$ cat src/rtl/boardman_v2_uart_rx.sv
// rtl/boardman_v2_uart_rx.sv - 8N1 UART receiver with 16x fractional baud tick and FWFT byte FIFO
`timescale 1ns/1ps

module boardman_v2_uart_rx #(
    parameter int unsigned CLOCK_RATE      = 100000000,
    parameter int unsigned BAUD_RATE       = 1000000,
    parameter int unsigned FIFO_DEPTH_LOG2 = 4
) (
    input  logic       clk,
    input  logic       rst_n,
    input  logic       RX,
    output logic [7:0] m_axis_tdata,
    output logic       m_axis_tvalid,
    input  logic       m_axis_tready,
    output logic       frame_err,
    output logic       overflow,
    output logic       break_det
);

    // Accumulator increment: round(1024 * 16 * BAUD / CLOCK), computed wide to avoid overflow.
    localparam logic [63:0] INC_WIDE = (64'(16384) * 64'(BAUD_RATE) + 64'(CLOCK_RATE / 2))
                                       / 64'(CLOCK_RATE);
    localparam logic [10:0] INC      = INC_WIDE[10:0];
    localparam int unsigned L        = FIFO_DEPTH_LOG2;
    localparam int unsigned DEPTH    = 1 << FIFO_DEPTH_LOG2;

    typedef enum logic [2:0] {
        S_IDLE,
        S_START,
        S_DATA,
        S_STOP,
        S_BREAK
    } state_t;

    logic         rx_s1_q;
    logic         rx_s2_q;
    logic         rxs;
    logic         rx_prev_q;
    logic [10:0]  acc_q;
    logic [10:0]  acc_d;
    logic         tick;

    state_t       state_q;
    logic [3:0]   tc_q;
    logic         s6_q;
    logic         s7_q;
    logic         maj;
    logic [2:0]   bit_idx_q;
    logic [7:0]   shreg_q;
    logic         push_q;
    logic [7:0]   push_data_q;
    logic         frame_err_q;
    logic         break_det_q;

    logic [7:0]   mem_q [DEPTH];
    logic [L:0]   wr_ptr_q;
    logic [L:0]   rd_ptr_q;
    logic         empty;
    logic         full;
    logic         pop;
    logic         push_ok;

    assign rxs = rx_s2_q;

    // Two-flop synchroniser for the asynchronous serial line; idles high.
    always_ff @(posedge clk or negedge rst_n) begin
        if (!rst_n) begin
            rx_s1_q <= 1'b1;
            rx_s2_q <= 1'b1;
        end else begin
            rx_s1_q <= RX;
            rx_s2_q <= rx_s1_q;
        end
    end

    // Free-running fractional accumulator; bit 10 is a one-cycle 16x baud tick.
    assign acc_d = {1'b0, acc_q[9:0]} + INC;
    assign tick  = acc_q[10];

    always_ff @(posedge clk or negedge rst_n) begin
        if (!rst_n) begin
            acc_q <= '0;
        end else begin
            acc_q <= acc_d;
        end
    end

    // Previous line level as seen on ticks; starts low so a line held low out of reset cannot start a frame.
    always_ff @(posedge clk or negedge rst_n) begin
        if (!rst_n) begin
            rx_prev_q <= 1'b0;
        end else if (tick) begin
            rx_prev_q <= rxs;
        end
    end

    // Majority of the samples taken at tc=6, tc=7 and the current one at tc=8.
    assign maj = (s6_q & s7_q) | (s6_q & rxs) | (s7_q & rxs);

    // Receive FSM: start qualification, LSB-first shift, stop check, break hold.
    always_ff @(posedge clk or negedge rst_n) begin
        if (!rst_n) begin
            state_q     <= S_IDLE;
            tc_q        <= '0;
            s6_q        <= 1'b1;
            s7_q        <= 1'b1;
            bit_idx_q   <= '0;
            shreg_q     <= '0;
            push_q      <= 1'b0;
            push_data_q <= '0;
            frame_err_q <= 1'b0;
            break_det_q <= 1'b0;
        end else begin
            push_q      <= 1'b0;
            frame_err_q <= 1'b0;
            if (tick) begin
                tc_q <= tc_q + 4'd1;
                if (tc_q == 4'd6) begin
                    s6_q <= rxs;
                end
                if (tc_q == 4'd7) begin
                    s7_q <= rxs;
                end
                case (state_q)
                    S_IDLE: begin
                        // The detecting tick is tc=0, so the next tick is tc=1.
                        if (rx_prev_q && !rxs) begin
                            state_q <= S_START;
                            tc_q    <= 4'd1;
                        end
                    end
                    S_START: begin
                        if (tc_q == 4'd8) begin
                            if (!maj) begin
                                state_q   <= S_DATA;
                                bit_idx_q <= '0;
                            end else begin
                                state_q <= S_IDLE;
                            end
                        end
                    end
                    S_DATA: begin
                        if (tc_q == 4'd8) begin
                            shreg_q   <= {maj, shreg_q[7:1]};
                            bit_idx_q <= bit_idx_q + 3'd1;
                            if (bit_idx_q == 3'd7) begin
                                state_q <= S_STOP;
                            end
                        end
                    end
                    S_STOP: begin
                        // Leaving at mid-stop-bit keeps the next start edge within 1/16 bit.
                        if (tc_q == 4'd8) begin
                            if (maj) begin
                                push_q      <= 1'b1;
                                push_data_q <= shreg_q;
                                state_q     <= S_IDLE;
                            end else begin
                                frame_err_q <= 1'b1;
                                break_det_q <= 1'b1;
                                state_q     <= S_BREAK;
                            end
                        end
                    end
                    S_BREAK: begin
                        if (rxs) begin
                            break_det_q <= 1'b0;
                            state_q     <= S_IDLE;
                        end
                    end
                    default: begin
                        state_q <= S_IDLE;
                    end
                endcase
            end
        end
    end

    // FIFO status: pointers carry one extra wrap bit to separate full from empty.
    assign empty   = (wr_ptr_q == rd_ptr_q);
    assign full    = (wr_ptr_q[L] != rd_ptr_q[L]) && (wr_ptr_q[L-1:0] == rd_ptr_q[L-1:0]);
    assign pop     = !empty && m_axis_tready;
    assign push_ok = push_q && (!full || pop);

    // FIFO pointer update; a full FIFO popped in the same cycle still accepts the push.
    always_ff @(posedge clk or negedge rst_n) begin
        if (!rst_n) begin
            wr_ptr_q <= '0;
            rd_ptr_q <= '0;
        end else begin
            if (push_ok) begin
                wr_ptr_q <= wr_ptr_q + 1'b1;
            end
            if (pop) begin
                rd_ptr_q <= rd_ptr_q + 1'b1;
            end
        end
    end

    // FIFO storage; contents need no reset because the head is masked while empty.
    always_ff @(posedge clk) begin
        if (push_ok) begin
            mem_q[wr_ptr_q[L-1:0]] <= push_data_q;
        end
    end

    assign m_axis_tdata  = empty ? 8'h00 : mem_q[rd_ptr_q[L-1:0]];
    assign m_axis_tvalid = !empty;
    assign frame_err     = frame_err_q;
    assign overflow      = push_q && full && !pop;
    assign break_det     = break_det_q;

endmodule

$ cat config.mk
export PLATFORM = sky130hd
export DESIGN_NAME = boardman_v2_uart_rx
export DESIGN_NICKNAME = d
export VERILOG_FILES = /design/src/rtl/boardman_v2_uart_rx.sv
export SDC_FILE = /design/constraint.sdc
export NUM_CORES = 1
export LEC_CHECK = 0
export ABC_CLOCK_PERIOD_IN_PS = 3720
export BUFFER_PORTS_ARGS = -buffer_cell sky130_fd_sc_hd__clkbuf_2
export CORE_ASPECT_RATIO = 0.7
export CORE_UTILIZATION = 67
export DETAILED_ROUTE_END_ITERATION = 10
export PLACE_DENSITY = 0.84
export SLEW_MARGIN = 20
export SYNTH_ARGS = -nofsm -noshare
export SYNTH_HDL_FRONTEND = slang
export SYNTH_SLANG_ARGS = --single-unit
$ cat constraint.sdc
create_clock -name clk -period 3.72 [get_ports clk]
set_clock_uncertainty 0.2 [all_clocks]
set_input_delay 0.186 -clock clk [delete_from_list [all_inputs] [get_ports clk]]
set_output_delay 0.186 -clock clk [all_outputs]
set_load 0.02 [all_outputs]
==> impl_metrics.env <==
export IMPL_cts_buffers=17
export IMPL_drc=0
export IMPL_initial_core_util_pct=70.44
export IMPL_grt_pass1_vias=3958
export IMPL_avgSynthCellArea_um2=18.02
export IMPL_netlist_area_um2=7458
export IMPL_synth_edff_count=128
export IMPL_core_um2=10590
export IMPL_maxSlewViolCount=0
export IMPL_nets=451
export IMPL_io_buffers=15
export IMPL_fin_crit_sh_pct=79.48
export IMPL_clkTransAtPathRegs_ps=70
export IMPL_yosys_area_top_type_share_pct=51.53
export IMPL_rsz0062_at_grt="false"
export IMPL_rows=31
export IMPL_fmax_mhz=338.2
export IMPL_drt_pass1_iter_count=5
export IMPL_grt_first_pass_wirelength_mm=22.80
export IMPL_p_leak_uw=0.003296
export IMPL_seq_area_frac_synth_pct=69.38
export IMPL_cts_tree="done"
export IMPL_htree_levels=4
export IMPL_drt_first_iter_violations=448
export IMPL_syn_nets=429
export IMPL_post_cts_repair_setup_buffers=0
export IMPL_p_clk_share_pct=35.0
export IMPL_yosys_warnings=0
export IMPL_chipHeight_um=90.28
export IMPL_clk_latency_ps=420
export IMPL_wirelength_mm=14.73
export IMPL_hold_viol=0
export IMPL_syn_to_final_growth_pct=9.847
export IMPL_synth_area_leaders="edfxtp_1, dfrtp_1, mux4_2, mux2_1, ha_1"
export IMPL_synthTopCellsByCount="edfxtp_1, dfrtp_1, mux4_2"
export IMPL_antenna_found_initial=0
export IMPL_grtUsageTotal_pct=28.29
export IMPL_num_fill_cells=568
export IMPL_cts_sinks=181
export IMPL_grt_max_degree=54
export IMPL_critPathMaxFanout=35
export IMPL_setup_viol=0
export IMPL_pwr_share_comb_pct=15.8
export IMPL_min_path_type="flop to flop"
export IMPL_max_slew_margin_pct=44.90
export IMPL_ios=16
export IMPL_layout_drive_gt1_share_pct=24.38
export IMPL_power_net_switching_uw=1316
export IMPL_endpoint_kind="output port"
export IMPL_layout_setup_ws_ps=763.2
export IMPL_ant_nets=0
export IMPL_setup_tns_ps=0
export IMPL_min_from="rx_s1_q$_DFF_PN1_"
export IMPL_crit_path_start_kind="flop"
export IMPL_vias_per_cell=6.573
export IMPL_ctsHoldBuffers=3
export IMPL_clockBufferDepth=2
export IMPL_synth_top_area_cell="edfxtp_1"
export IMPL_fin_crit_ps=2957
export IMPL_place_hpwl_mm=9.045
export IMPL_cts_root_buf="clkbuf_16"
export IMPL_status="completed"
export IMPL_die_w_um=128.1
export IMPL_worst_r2r_cell_count=4
export IMPL_pre_cts_ws_ps=1206
export IMPL_overflow=0
export IMPL_ctsResizeCount=0
export IMPL_crit_type="flop to output port"
export IMPL_syn_inst=414
export IMPL_vias=3911
export IMPL_arrival_ps=2570
export IMPL_vdd_ir_drop_max_mv=0.4951
export IMPL_async_reset_ff_share_pct=29.28
export IMPL_cap_violations=0
export IMPL_yosysMostFrequentCell="edfxtp_1"
export IMPL_synth_main_ff_cell="edfxtp_1"
export IMPL_powerDensity_nw_per_um2=568.8
export IMPL_insertedDiodeCount=0
export IMPL_worstMarginPinSlew_ps=824.8
export IMPL_r2r_start="wr_ptr_q[2]$_DFFE_PN0P_"
export IMPL_worstHoldPathCells=0
export IMPL_p_sw_share_pct=28.24
export IMPL_intPower_uw=3344
export IMPL_crit_required_ps=3330
export IMPL_p_seq_share_pct=49.2
export IMPL_routabilityCongestion=0.8273
export IMPL_yosysUniqueCellTypes=56
export IMPL_whs_ps=160.7
export IMPL_dieArea_um2=11560
export IMPL_wl_per_cell_um=24.75
export IMPL_cp_startpoint="rd_ptr_q[0]$_DFFE_PN0P_"
export IMPL_ys_ff_latch=181
worst max-delay path, cell delays in order (launching register included):
cell and delay, ps:
dfrtp_2 390, buf_4 550, mux4_2 620, a22oi_1 230, a21oi_1 130, clkbuf_2 190
cells in the final DEF, fill, tap and decap left out, types with 3 or more instances in the layout:
| master | count |
|---|---|
| nor2b_1 | 7 |
| mux2_1 | 18 |
| dlygate4sd3_1 | 3 |
| and2_1 | 4 |
| clkinvlp_4 | 7 |
| clkbuf_2 | 15 |
| mux2_2 | 5 |
| nor2_1 | 9 |
| buf_4 | 4 |
| dfstp_2 | 4 |
| ha_1 | 11 |
| clkbuf_16 | 17 |
| a21oi_1 | 9 |
| edfxtp_1 | 128 |
| dfrtp_1 | 48 |
| nand3_1 | 3 |
| mux4_2 | 32 |
| inv_1 | 11 |
| nand2_1 | 5 |
| xnor2_2 | 4 |
| a22oi_1 | 16 |
| xnor2_1 | 14 |
| o21ai_1 | 3 |
| o21ai_0 | 8 |
| and3_1 | 15 |
power by group through the flow:
stage          clock network (uW)  logic, uW  registers, uW
3_3_place_gp                    0        719           2320
6_report                     1630        738           2290
4_1_cts                      1630        739           2290
2_1_floorplan                   0        642           2280
3_5_place_dp                    0        728           2330
5_1_grt                      1700        792           2300
area by class of cell:
| class | instances | area [um^2] | area share, % |
|---|---|---|---|
| multi-input combinational | 202 | 2122 | 25.90 |
| clock inverter | 13 | 103.9 | 1.268 |
| inverter | 12 | 45.04 | 0.5498 |
| tap | 148 | 185.2 | 2.260 |
| sequential | 181 | 5176 | 63.18 |
| timing repair buffer | 22 | 135.1 | 1.649 |
| clock buffer | 17 | 425.4 | 5.192 |
registers in the layout (all words and copies together) (netlist names), 4 cells and up:
register     cells
wr_ptr_q         5
shreg_q          8
tc_q             4
mem_q          128
push_data_q      8
acc_q            9
rd_ptr_q         5
path summary, 6_finish.rpt:
kind	end	slack (ps)
worst max-delay path	m_axis_tdata[0]	760
max in group asynchronous	rd_ptr_q[0]$_DFFE_PN0P_	2650
worst min register to register	rx_s2_q$_DFF_PN1_	160
min in group asynchronous	bit_idx_q[0]$_DFFE_PN0P_	210
worst max register to register	mem_q[7][6]$_DFFE_PP_	1450
worst min-delay path	rx_s2_q$_DFF_PN1_	160
cell families (layout without fill, tap and decap cells):
group                      after synthesis  in the layout  share of synthesized area (%)
buffers and inverters                   31             64                          2.231
adders and majority gates               12             12                          1.996
DFF                                    181            181                          69.38
and+or+nand+nor                         60             60                          5.066
muxes                                   57             57                          13.47
AOI/OAI and AO/OA                       53             53                          4.999
xor gates and xnor gates                20             20                          2.852
per-stage QoR:
| step | util (%) | area [um^2] | power (uW) | cells |
|---|---|---|---|---|
| floorplan | - | 7458 | 2921 | 414 |
| global placement | 72.04 | 7629 | 3038 | 562 |
| detailed placement | 72.04 | 7629 | 3056 | 562 |
| CTS | 77.32 | 8188 | 4660 | 595 |
| global route | 77.37 | 8193 | 4794 | 595 |
| finish | 77.37 | 8193 | 4660 | 595 |
metal layers:
layer / track usage, % / share of wire [%]
met5: 0 / 0
met4: 10.49 / 1.9
met3: 6.043 / 7.8
met2: 43.25 / 48
met1: 40.99 / 42
Power figures use the tool's default switching activity.
